File: src/rtl/mem_access_stage.sv
// mem_access_stage: MEM-stage data-memory access unit; turns loads/stores into a
// single-beat req/ack bus transaction, stalls the pipeline and extends load data.
module mem_access_stage #(
    parameter int TIMEOUT_CYCLES = 16,
    parameter int CNT_W          = 5
) (
    input  logic        clk,
    input  logic        reset,
    input  logic        MEM_MemRead,
    input  logic        MEM_MemWrite,
    input  logic [2:0]  MEM_DMType,
    input  logic [31:0] MEM_aluout,
    input  logic [31:0] MEM_rs2data,
    input  logic        INT_detected,
    input  logic [31:0] bus_rdata,
    input  logic        bus_ack,
    output logic        bus_req,
    output logic        bus_we,
    output logic [31:0] bus_addr,
    output logic [3:0]  bus_be,
    output logic [31:0] bus_wdata,
    output logic        mem_stall,
    output logic [31:0] MEM_Data_in,
    output logic        misalign,
    output logic        bus_err
);
    typedef enum logic [1:0] {IDLE, WAIT, DONE} state_t;

    state_t           r_state;
    logic [CNT_W-1:0] r_cnt;
    logic             r_kill;
    logic             r_is_load;
    logic [2:0]       r_dmtype;
    logic [1:0]       r_off;

    logic        w_half, w_byte, w_aligned, w_req, w_access, w_misal, w_issue;
    logic        w_timeout, w_kill;
    logic [3:0]  w_be;
    logic [31:0] w_wdata, w_load_data;
    logic [7:0]  w_lane8;
    logic [15:0] w_lane16;

    // Stores only know 001 (half) and 011 (byte); every other store code is a word.
    assign w_half    = (MEM_DMType == 3'b001) | (!MEM_MemWrite & MEM_DMType == 3'b010);
    assign w_byte    = (MEM_DMType == 3'b011) | (!MEM_MemWrite & MEM_DMType == 3'b100);
    assign w_aligned = w_byte | (w_half ? !MEM_aluout[0] : MEM_aluout[1:0] == 2'b00);
    assign w_req     = MEM_MemRead | MEM_MemWrite;
    assign w_access  = w_req & w_aligned;
    assign w_misal   = w_req & !w_aligned;
    assign w_issue   = (r_state == IDLE) & w_access & !INT_detected;
    assign mem_stall = w_issue | (r_state == WAIT);

    assign w_be    = w_byte ? 4'b0001 << MEM_aluout[1:0] :
                     w_half ? (MEM_aluout[1] ? 4'b1100 : 4'b0011) : 4'b1111;
    assign w_wdata = w_byte ? {4{MEM_rs2data[7:0]}} :
                     w_half ? {2{MEM_rs2data[15:0]}} : MEM_rs2data;

    assign w_lane8     = bus_rdata[{r_off, 3'b000} +: 8];
    assign w_lane16    = r_off[1] ? bus_rdata[31:16] : bus_rdata[15:0];
    assign w_load_data = (r_dmtype == 3'b011) ? {{24{w_lane8[7]}}, w_lane8} :
                         (r_dmtype == 3'b100) ? {24'd0, w_lane8} :
                         (r_dmtype == 3'b001) ? {{16{w_lane16[15]}}, w_lane16} :
                         (r_dmtype == 3'b010) ? {16'd0, w_lane16} : bus_rdata;

    assign w_timeout = r_cnt == CNT_W'(TIMEOUT_CYCLES - 1);
    assign w_kill    = r_kill | INT_detected;

    always_ff @(posedge clk or posedge reset) begin
        if (reset) begin
            r_state     <= IDLE;
            r_cnt       <= '0;
            r_kill      <= 1'b0;
            r_is_load   <= 1'b0;
            r_dmtype    <= 3'd0;
            r_off       <= 2'd0;
            bus_req     <= 1'b0;
            bus_we      <= 1'b0;
            bus_addr    <= 32'd0;
            bus_be      <= 4'd0;
            bus_wdata   <= 32'd0;
            MEM_Data_in <= 32'd0;
            misalign    <= 1'b0;
            bus_err     <= 1'b0;
        end else begin
            misalign <= 1'b0;
            bus_err  <= 1'b0;
            case (r_state)
                IDLE: begin
                    if (w_issue) begin
                        bus_req   <= 1'b1;
                        bus_we    <= MEM_MemWrite;
                        bus_addr  <= {MEM_aluout[31:2], 2'b00};
                        bus_be    <= w_be;
                        bus_wdata <= w_wdata;
                        r_is_load <= !MEM_MemWrite;
                        r_dmtype  <= MEM_DMType;
                        r_off     <= MEM_aluout[1:0];
                        r_cnt     <= '0;
                        r_state   <= WAIT;
                    end else if (w_misal & !INT_detected) begin
                        misalign <= 1'b1;
                    end
                end
                WAIT: begin
                    r_cnt <= r_cnt + 1'b1;
                    if (INT_detected) r_kill <= 1'b1;
                    // A flushed access still completes on the bus but never writes back.
                    if (bus_ack) begin
                        bus_req <= 1'b0;
                        r_kill  <= 1'b0;
                        if (r_is_load & !w_kill) MEM_Data_in <= w_load_data;
                        r_state <= w_kill ? IDLE : DONE;
                    end else if (w_timeout) begin
                        bus_req <= 1'b0;
                        bus_err <= 1'b1;
                        r_state <= DONE;
                    end
                end
                default: begin
                    r_kill  <= 1'b0;
                    r_state <= IDLE;
                end
            endcase
        end
    end
endmodule

File: config.mk
export PLATFORM = sky130hd
export DESIGN_NAME = mem_access_stage
export DESIGN_NICKNAME = d
export VERILOG_FILES = /design/src/rtl/mem_access_stage.sv
export SDC_FILE = /design/constraint.sdc
export NUM_CORES = 1
export LEC_CHECK = 0
export CORE_MARGIN = 10
export CORE_UTILIZATION = 41
export DETAILED_ROUTE_END_ITERATION = 16
export PLACE_DENSITY = 0.8
export SYNTH_ARGS = -nofsm -noshare
export SYNTH_HDL_FRONTEND = slang
export SYNTH_SLANG_ARGS = --single-unit
File: constraint.sdc
create_clock -name clk -period 3.6 [get_ports clk]
set_input_delay 0.36 -clock clk [delete_from_list [all_inputs] [get_ports clk]]
set_output_delay 0.36 -clock clk [all_outputs]
set_load 0.02 [all_outputs]
==> impl_metrics.csv <==
group,metric,value,unit
final_layout,n_antenna_cell,0,
setup_path,setup.worst_path.end_class,"output pin",
power_and_ir_drop,p_switching,0.00242,W
die,die_w,141,um
global_route,antenna_found_initial,0,
place,dp_slack,725,ps
synthesis,ys.warnings.count,0,
routing,remaining_drc_errors,0,
cts,cts.clk_slew.worst_paths,50,ps
routing,wl,19.6,mm
final_layout,drive_above_1_share,0.129,
power_and_ir_drop,peakVddDrop,0.383,mV
final_layout,finish.utilization,0.608,
timing,rsz0062_at_grt,"false",
timing,fin_crit_sh,0.794,
synthesis,yosys_most_used_dff,"dfrtp_1",
cts,post_cts_buffers,0,
synthesis,postSynthAreaPerCell,10.0,um2
synthesis,synth_area,6020,um2
place,numPortBuffers,207,
job,cap_viol_max_count,0,
cts,max-clock-path-buffers,2,
timing,finalWorstSetupSlack,740,ps
timing,hold_viol,0,
routing,viasPerCell,5.53,
timing,period_minus_slack,2860,ps
cts,cts_resized,0,
routing,num_vias,5450,
cts,cts_hold_buf,0,
place,dp_hpwl,14.4,mm
power_and_ir_drop,power_leakage,3.75,nW
global_route,grt_pass1_wl,30.2,mm
final_layout,syn2layout_area_growth,46.2,%
global_route,grt_max_degree,103,
setup_path,arrival,2500,ps
status,status,"completed",
place,gp_congestion,0.865,
timing,max_clock_freq,0.350,GHz
synthesis,ys_ff_latch,116,
final_layout,finalNonFillerCells,985,
global_route,grt_pass1_vias,5494,
final_layout,multi_input_area,2870,um2
setup_path,worstSetupStartpointType,"primary input",
cts,worstSkewPairLatency,410,ps
place,dp.cells,955,
timing,tns,0,ps
power_and_ir_drop,combPwrFrac,0.430,
routing,first_iter_violations,413,
cts,htreeDepth,4,
cts,cts_buffers,17,
place,dpl_cell_area,8220,um2
power_and_ir_drop,power_frac_seq,0.319,
power_and_ir_drop,switching_share,0.360,
setup_path,rr_worst_depth,5,
die,num_rows,44,
cts,cts_tree,"yes",
global_route,grt_overflow_total,0,
die,core-area,14500,um2
routing,firstDrtPassIters,5,
routing,postRouteAntennaNets,0,
die,dieArea,19900,um2
power_and_ir_drop,pwr-share-clk,0.251,
synthesis,syn-instance-count,601,
timing,skew,4.08,ps
timing,worst_slew_pin_slew,853,ps
final_layout,fillers,1246,
synthesis,async_flop_share,1.00,
routing,routedWlPerCell,19.9,um
power_and_ir_drop,p_int,0.00432,W
setup_path,required,3240,ps
synthesis,synth_edf_count,0,
timing,setup_violations,0,
final_layout,nets,897,
setup_path,cp_max_fo,9,
timing,final_max_slew_viol_count,0,
cts,root_buffer,"clkbuf_16",
timing,relSlewSlack,0.431,
final_layout,seq_area,2900,um2
power_and_ir_drop,power-per-cell-area,765,nW/um2
die,initial_utilization,0.416,
setup_path,path_class,"in -> out",
cts,clock_sinks,116,
synthesis,seq_area_frac_synth,0.482,
die,io_pins,210,
die,fp.dieH,141,um
setup_path,r2r_slack,1420,ps
global_route,track_usage,0.191,
final_layout,design_area,8800,um2
synthesis,yosysUniqueCellTypes,45,
hold_path,worstHoldPathType,"in -> async",
[cells in the mapped netlist (3+ instances only)]
cell type | n | share of area
a222oi_1 | 8 | 0.013
a22o_1 | 3 | 0.0044
buf_2 | 13 | 0.011
buf_6 | 3 | 0.0056
mux4_2 | 7 | 0.026
or2_2 | 5 | 0.0052
o211ai_1 | 17 | 0.021
buf_4 | 5 | 0.0062
o22ai_1 | 8 | 0.0083
mux2_4 | 20 | 0.050
maj3_1 | 13 | 0.022
o31ai_1 | 3 | 0.0037
clkbuf_1 | 24 | 0.015
nor2_1 | 42 | 0.026
nor3_1 | 3 | 0.0025
and3_1 | 3 | 0.0031
o221ai_1 | 9 | 0.013
nor2b_1 | 21 | 0.022
mux2_2 | 23 | 0.043
buf_1 | 6 | 0.0037
nand3_1 | 18 | 0.015
o21ai_0 | 67 | 0.056
inv_1 | 4 | 0.0025
a21oi_1 | 44 | 0.037
nand2_1 | 80 | 0.050
dfrtp_1 | 116 | 0.48
mux2i_1 | 10 | 0.017
[per-stage QoR]
stage | power (W) | hold WS [ps]
floorplan | 0.00372 | 442
global placement | 0.00501 | 457
detailed placement | 0.00507 | 457
CTS | 0.00680 | 419
global route | 0.00713 | 459
finish | 0.00674 | 397
[area by class of cell]
class	count	share of cell area
Sequential cell	116	0.330
Multi-Input combinational cell	431	0.326
Timing Repair Buffer	220	0.249
Clock buffer	19	0.0514
Tap cell	184	0.0262
Clock inverter	11	0.0153
Inverter	4	0.00199
[metal layers]
metal  share of wire  vias to the layer above  wire (um)  track usage
li1                -                     2540          -            -
met3            0.11                       35       2230       0.0937
met5               0                        -          0            0
met4           0.022                        0        440       0.0745
met2            0.46                      273       8970        0.288
met1            0.41                     2602       7950        0.227
[registers in the layout, indices dropped and copies added (netlist names)]
signal,flops
bus_err,1
bus_wdata,32
r_state,2
MEM_Data_in,32
r_kill,1
bus_addr,30
bus_be,4
bus_we,1
r_off,2
r_is_load,1
misalign,1
r_dmtype,3
bus_req,1
r_cnt,5
[cells by family (layout without fill, tap and decap cells)]
| logic type | after synthesis | count (layout) | share of synthesized area |
|---|---|---|---|
| buffers and inverters | 55 | 254 | 0.0439 |
| AOI/OAI and AO/OA | 176 | 176 | 0.179 |
| muxes | 60 | 60 | 0.136 |
| and+or+nand+nor | 178 | 178 | 0.133 |
| adders and majority gates | 15 | 15 | 0.0258 |
| other | 1 | 2 | 0.000623 |
| DFF | 116 | 116 | 0.482 |
[cells in the final DEF, fill, tap and decap left out, drive strengths merged, types with 4 or more instances in the layout]
cell type and n:
nor2b 21, nor2 42, inv 4, o21ai 68, maj3 13, o22ai 8, nand2 80, o221ai 9
clkbuf 19, a21oi 44, mux4 7, mux2 43, clkinv 6, buf 13, dfrtp 116, clkdlybuf4s50 207
nand3 18, a222oi 8, o211ai 17, mux2i 10, or2 5
[path summary, 6_finish.rpt]
kind / from / to
hold / removal: reset / MEM_Data_in[0]
setup / recovery: MEM_DMType[0] / mem_stall
max in group asynchronous: reset / bus_wdata[3]
min in group clk: r_state[1] / r_kill
hold reg to reg: r_state[1] / r_kill
setup reg to reg: r_dmtype[1] / MEM_Data_in[7]
[power by group through the flow]
stage / sequential (W) / clock (W) / combinational, W
2_1_floorplan: 0.00256 / 0 / 0.00115
3_3_place_gp: 0.00213 / 0 / 0.00287
3_5_place_dp: 0.00215 / 0 / 0.00292
4_1_cts: 0.00214 / 0.00173 / 0.00293
5_1_grt: 0.00222 / 0.00179 / 0.00313
6_report: 0.00215 / 0.00169 / 0.00290
[critical path, cell delays in order]
cell and delay [ps]:
clkdlybuf4s50_1 570, nor4b_4 440, a311oi_2 140, a21o_4 260, nand2_1 50, clkdlybuf4s50_1 660
Power figures use the tool's default switching activity.
